## src/rtl/regfile_scoreboard.sv

```systemverilog
// rtl/regfile_scoreboard.sv - integer register file with pending-write scoreboard and RAW stall
// Optional macro REGFILE_BYPASS_EN: forward the retiring writeback value and busy release to decode.
module regfile_scoreboard #(
  parameter int NUM_REGS = 32,
  parameter int XLEN     = 32,
  parameter int ADDR_W   = 5,
  parameter int CNT_W    = 2
) (
  input  logic              clk,
  input  logic              rst_n,
  input  logic              we_i,
  input  logic [ADDR_W-1:0] sel_rd_i,
  input  logic [XLEN-1:0]   data_i,
  input  logic [ADDR_W-1:0] sel_rs1_i,
  input  logic [ADDR_W-1:0] sel_rs2_i,
  output logic [XLEN-1:0]   rs1_data_o,
  output logic [XLEN-1:0]   rs2_data_o,
  input  logic              issue_valid_i,
  input  logic [ADDR_W-1:0] issue_rd_i,
  input  logic              flush_i,
  output logic              rs1_busy_o,
  output logic              rs2_busy_o,
  output logic              stall_o
);

  localparam logic [CNT_W-1:0] CNT_MAX = {CNT_W{1'b1}};
  localparam logic [CNT_W-1:0] CNT_ONE = CNT_W'(1);

  logic [XLEN-1:0]  regs [NUM_REGS];
  logic [CNT_W-1:0] cnt  [NUM_REGS];

  logic             wr_en;
  logic             dec;
  logic             inc;
  logic             issue_full;
  logic             rs1_pend;
  logic             rs2_pend;
  logic [CNT_W-1:0] cnt_rd;
  logic [CNT_W-1:0] cnt_rs1;
  logic [CNT_W-1:0] cnt_rs2;
  logic [CNT_W-1:0] cnt_issue;

  assign cnt_rd    = cnt[sel_rd_i];
  assign cnt_rs1   = cnt[sel_rs1_i];
  assign cnt_rs2   = cnt[sel_rs2_i];
  assign cnt_issue = cnt[issue_rd_i];

  // A write to a register with nothing outstanding still updates data but never underflows the count.
  assign wr_en = we_i && (sel_rd_i != '0);
  assign dec   = wr_en && (cnt_rd != '0);

  assign rs1_pend = (sel_rs1_i != '0) && (cnt_rs1 != '0);
  assign rs2_pend = (sel_rs2_i != '0) && (cnt_rs2 != '0);

`ifdef REGFILE_BYPASS_EN
  assign rs1_busy_o = rs1_pend && !(dec && (sel_rd_i == sel_rs1_i) && (cnt_rs1 == CNT_ONE));
  assign rs2_busy_o = rs2_pend && !(dec && (sel_rd_i == sel_rs2_i) && (cnt_rs2 == CNT_ONE));
  assign rs1_data_o = (sel_rs1_i == '0) ? '0 :
                      (wr_en && (sel_rd_i == sel_rs1_i)) ? data_i : regs[sel_rs1_i];
  assign rs2_data_o = (sel_rs2_i == '0) ? '0 :
                      (wr_en && (sel_rd_i == sel_rs2_i)) ? data_i : regs[sel_rs2_i];
`else
  assign rs1_busy_o = rs1_pend;
  assign rs2_busy_o = rs2_pend;
  assign rs1_data_o = (sel_rs1_i == '0) ? '0 : regs[sel_rs1_i];
  assign rs2_data_o = (sel_rs2_i == '0) ? '0 : regs[sel_rs2_i];
`endif

  // A saturated destination may still issue if the same register retires one write this cycle.
  assign issue_full = issue_valid_i && (issue_rd_i != '0) && (cnt_issue == CNT_MAX) &&
                      !(dec && (sel_rd_i == issue_rd_i));
  assign stall_o    = rs1_busy_o || rs2_busy_o || issue_full;
  assign inc        = issue_valid_i && !stall_o && (issue_rd_i != '0);

  always_ff @(posedge clk or negedge rst_n) begin
    if (!rst_n) begin
      for (int i = 0; i < NUM_REGS; i++) begin
        regs[i] <= '0;
        cnt[i]  <= '0;
      end
    end else begin
      if (wr_en) begin
        regs[sel_rd_i] <= data_i;
      end
      for (int i = 1; i < NUM_REGS; i++) begin
        if (flush_i) begin
          cnt[i] <= '0;
        end else if (inc && (issue_rd_i == ADDR_W'(i)) &&
                     !(dec && (sel_rd_i == ADDR_W'(i)))) begin
          cnt[i] <= cnt[i] + CNT_ONE;
        end else if (dec && (sel_rd_i == ADDR_W'(i)) &&
                     !(inc && (issue_rd_i == ADDR_W'(i)))) begin
          cnt[i] <= cnt[i] - CNT_ONE;
        end
      end
    end
  end

endmodule

```

## config.mk

```make
export PLATFORM = sky130hd
export DESIGN_NAME = regfile_scoreboard
export DESIGN_NICKNAME = d
export VERILOG_FILES = /design/src/rtl/regfile_scoreboard.sv
export SDC_FILE = /design/constraint.sdc
export NUM_CORES = 2
export LEC_CHECK = 0
export ABC_CLOCK_PERIOD_IN_PS = 3500
export CORE_MARGIN = 1.5
export CORE_UTILIZATION = 39
export CTS_CLUSTER_SIZE = 12
export DETAILED_ROUTE_END_ITERATION = 10
export HOLD_SLACK_MARGIN = 0.1
export PLACE_DENSITY_LB_ADDON = 0.25
export SETUP_SLACK_MARGIN = 0.3
export SYNTH_ARGS = -nofsm -noshare
export SYNTH_HDL_FRONTEND = slang
export SYNTH_SLANG_ARGS = --single-unit
```

## constraint.sdc

```tcl
create_clock -name clk -period 3.5 [get_ports clk]
set_input_delay 0.7 -clock clk [delete_from_list [all_inputs] [get_ports clk]]
set_output_delay 0.7 -clock clk [all_outputs]
set_load 0.05 [all_outputs]
```

==> run metrics <==
part of the power in combinational logic=0.248; Worst Path Class, Setup=reg -> out; clock root cell=sky130_fd_sc_hd__clkbuf_16; minimum setup slack in the final design=-0.132 ns; Clk Latency, worst-skew pair=0.76 ns; number of cells produced by synthesis=3859; Yosys Warn Count=2; Post-Syn Area per Cell=15.3 sq um; unrepaired setup endpoints after global routing=true; flip-flop and latch count after synthesis=1086; number of vias after detailed routing=38300; fraction of final layout cells sized beyond drive strength 1=0.611; area of the placeable core=150000 sq um; mux share of post-synthesis cell area=0.454; final-layout fill cell count=12700; clock tree buffer depth=3; dominant combinational cell family by area after synthesis=multiplexers; Setup Skew=0.0131 ns; cts bufs inserted=120; Worst-Margin Slew=1.19 ns; clock share of power=0.337; first-pass GRT wire length=280000 um; portion of the clock cycle consumed by the worst path in the final layout=1.04; wirelength, routed=189000 um; Vias per Instance=6.11; simple-gate share of the synthesized area=0.0321; share of async-settable or async-resettable flops after synthesis=1.00; Net Count, Synth=3916; Detail Route Antenna Nets=0; number of global-route vias before repair=39700; leading cell types by total area after synthesis=sky130_fd_sc_hd__dfrtp_1, sky130_fd_sc_hd__mux4_2, sky130_fd_sc_hd__mux2_2; commonest register cell after synthesis=sky130_fd_sc_hd__dfrtp_1; number of iterations in the first detailed-routing pass=6; Ports=124; fraction of the core area covered by cells at the end of the flow=0.488; number of maximum-capacitance violations=0; sequential share of the synthesized area=0.461; hold slack final=0.374 ns; post-synthesis to final-layout area growth=23.9%; final hold violation count=0; peak supply drop=0.427 mV; Netlist cell types=63; number of sinks handled by clock tree synthesis=1086; floorplan die height=392 um; required time of the critical path=2.80 ns; final max-slew violation count=0; post-detailed-placement half-perimeter wirelength=116000 um; PwrDens=539 nW/um^2; dpl cells=5942; commonest cells after routing, fill and taps aside=sky130_fd_sc_hd__dfrtp_1, sky130_fd_sc_hd__mux2_2, sky130_fd_sc_hd__mux4_2; hold crit path type=reg -> reg; Worst Path Max Fanout=4; die footprint=154000 sq um; most common cell after layout, fill and taps aside=sky130_fd_sc_hd__dfrtp_1; number of enable flip-flop cells after synthesis=0; DRC violation total after the first TritonRoute iteration=3431; Net count, final=4221; worst-case headroom to the max-slew limit=0.202; time the worst path needs with I/O delays and setup=3.63 ns; post-detailed-route DRC marker count=0; TritonCTS clock tree=built; adder-cell share of the synthesized area=0; post-detailed-route wirelength per cell=30.1 um; switching share of power=0.281; Setup crit end kind=primary output; Fmax=275 MHz; WP data arrival=2.93 ns; switching power=11100 uW; xor/xnor share of the synthesized area=0.00609; x dimension of the die=392 um; final setup violation count=1; largest net degree at the start of global routing=98; initial core utilization=0.394; internal power consumption=28400 uW; type of element launching the critical path=flip-flop; cell type with the highest aggregate area in the netlist=sky130_fd_sc_hd__dfrtp_1; compound-cell area share of the yosys netlist=0.0184; violations in the final reports=negative setup slack; routability-driven placement congestion ratio=0.931; post-synthesis instance area=59000 sq um; final standard cell count with taps included and fillers excluded=6276; Static Leakage=0.0307 uW; share of the synthesized area in the top cell type=0.461; Buffers on Ports=123; gr usage total=0.249; clock-pin slew on the worst setup and hold paths=0.06 ns; number of H-tree levels=3; antenna violations before repair=5; total overflow reported by the global router=0; Site Rows=142; power share of the sequential group=0.415; outcome=finished with violations
-- layer usage --
metal | track usage | part of all wire
met1 | 0.354 | 0.43
met2 | 0.397 | 0.48
met3 | 0.0416 | 0.068
met4 | 0.0617 | 0.026
met5 | 0 | 0.000079
-- sequential cells by signal, indices dropped and copies added (netlist names) --
register	cells
regs	1024
cnt	62
-- final timing paths --
check                           start         end  slack, ns  depth (start not counted)
max                           cnt[27]     stall_o      -0.13                          8
max reg2reg                   cnt[27]     cnt[28]       0.40                         11
min                        regs[1022]  regs[1022]       0.37                          0
min in group asynchronous       rst_n   regs[426]       0.49                          2
min reg2reg                regs[1022]  regs[1022]       0.37                          0
max in group asynchronous       rst_n   regs[640]       1.92                          4
-- Yosys cell counts, types with 22 or more instances --
library cell               count
sky130_fd_sc_hd__dfrtp_1    1086
sky130_fd_sc_hd__o21ai_0      22
sky130_fd_sc_hd__xnor2_1      33
sky130_fd_sc_hd__clkbuf_1    325
sky130_fd_sc_hd__mux4_2      658
sky130_fd_sc_hd__nand4_1      33
sky130_fd_sc_hd__mux2i_1      66
sky130_fd_sc_hd__a21oi_1      26
sky130_fd_sc_hd__mux2_2      989
sky130_fd_sc_hd__buf_1        93
sky130_fd_sc_hd__nand2_1      50
sky130_fd_sc_hd__nor3_1       47
sky130_fd_sc_hd__nor2_1      176
sky130_fd_sc_hd__nand3_1      24
-- timing repair --
item	CTS	global route
setup endpoints to repair	67	67
hold endpoints to repair	36	0
gates cloned	21	8
pin swaps	15	14
hold buffers	1	0
buffers inserted	64	22
gates resized for setup	285	44
-- cell type report --
cell class / instances / area (sq um) / area share
antenna: 1 / 2.50 / 0.0000342
clock buffer: 181 / 3490 / 0.0478
clock inverter: 36 / 621 / 0.00849
inverter: 16 / 62.6 / 0.000856
multi-input combinational: 2324 / 31100 / 0.426
sequential: 1086 / 27200 / 0.372
tap: 2016 / 2520 / 0.0345
timing repair buffer: 616 / 8080 / 0.111
-- power groups by stage --
stage               registers (uW)  clock network (uW)  logic [uW]
finish                       16400               13300        9760
global route                 16700               14100       10300
CTS                          16300               13600        9710
detailed placement           16500                   0        9060
global placement             16400                   0        8940
floorplan                    16000                   0        6610
-- kinds of logic after synthesis --
kind of cell    Yosys count
xor+xnor                 41
mux                    1727
flops                  1086
compound gates          153
buf+inv                 449
simple gates            403
-- per-stage QoR --
stage | total power [uW] | TNS [ns] | setup slack, ns | instance area, sq um
finish | 39400 | -0.132 | -0.132 | 73100
global route | 41100 | -0.226 | -0.203 | 73100
CTS | 39600 | -0.111 | -0.111 | 72500
detailed placement | 25600 | -15.97 | -0.388 | 66100
global placement | 25400 | -15.68 | -0.338 | 66100
floorplan | 22600 | 0 | 0.289 | 60000
-- worst max-delay path, cell delays in order, from the launching register on --
cell	delay, ns
sky130_fd_sc_hd__dfrtp_1	0.42
sky130_fd_sc_hd__nor2_1	0.14
sky130_fd_sc_hd__mux4_2	0.52
sky130_fd_sc_hd__mux2i_4	0.19
sky130_fd_sc_hd__a22oi_2	0.13
sky130_fd_sc_hd__o41ai_4	0.38
sky130_fd_sc_hd__and2_4	0.22
sky130_fd_sc_hd__inv_4	0.04
sky130_fd_sc_hd__buf_6	0.14
(Power assumes the default switching activity.)
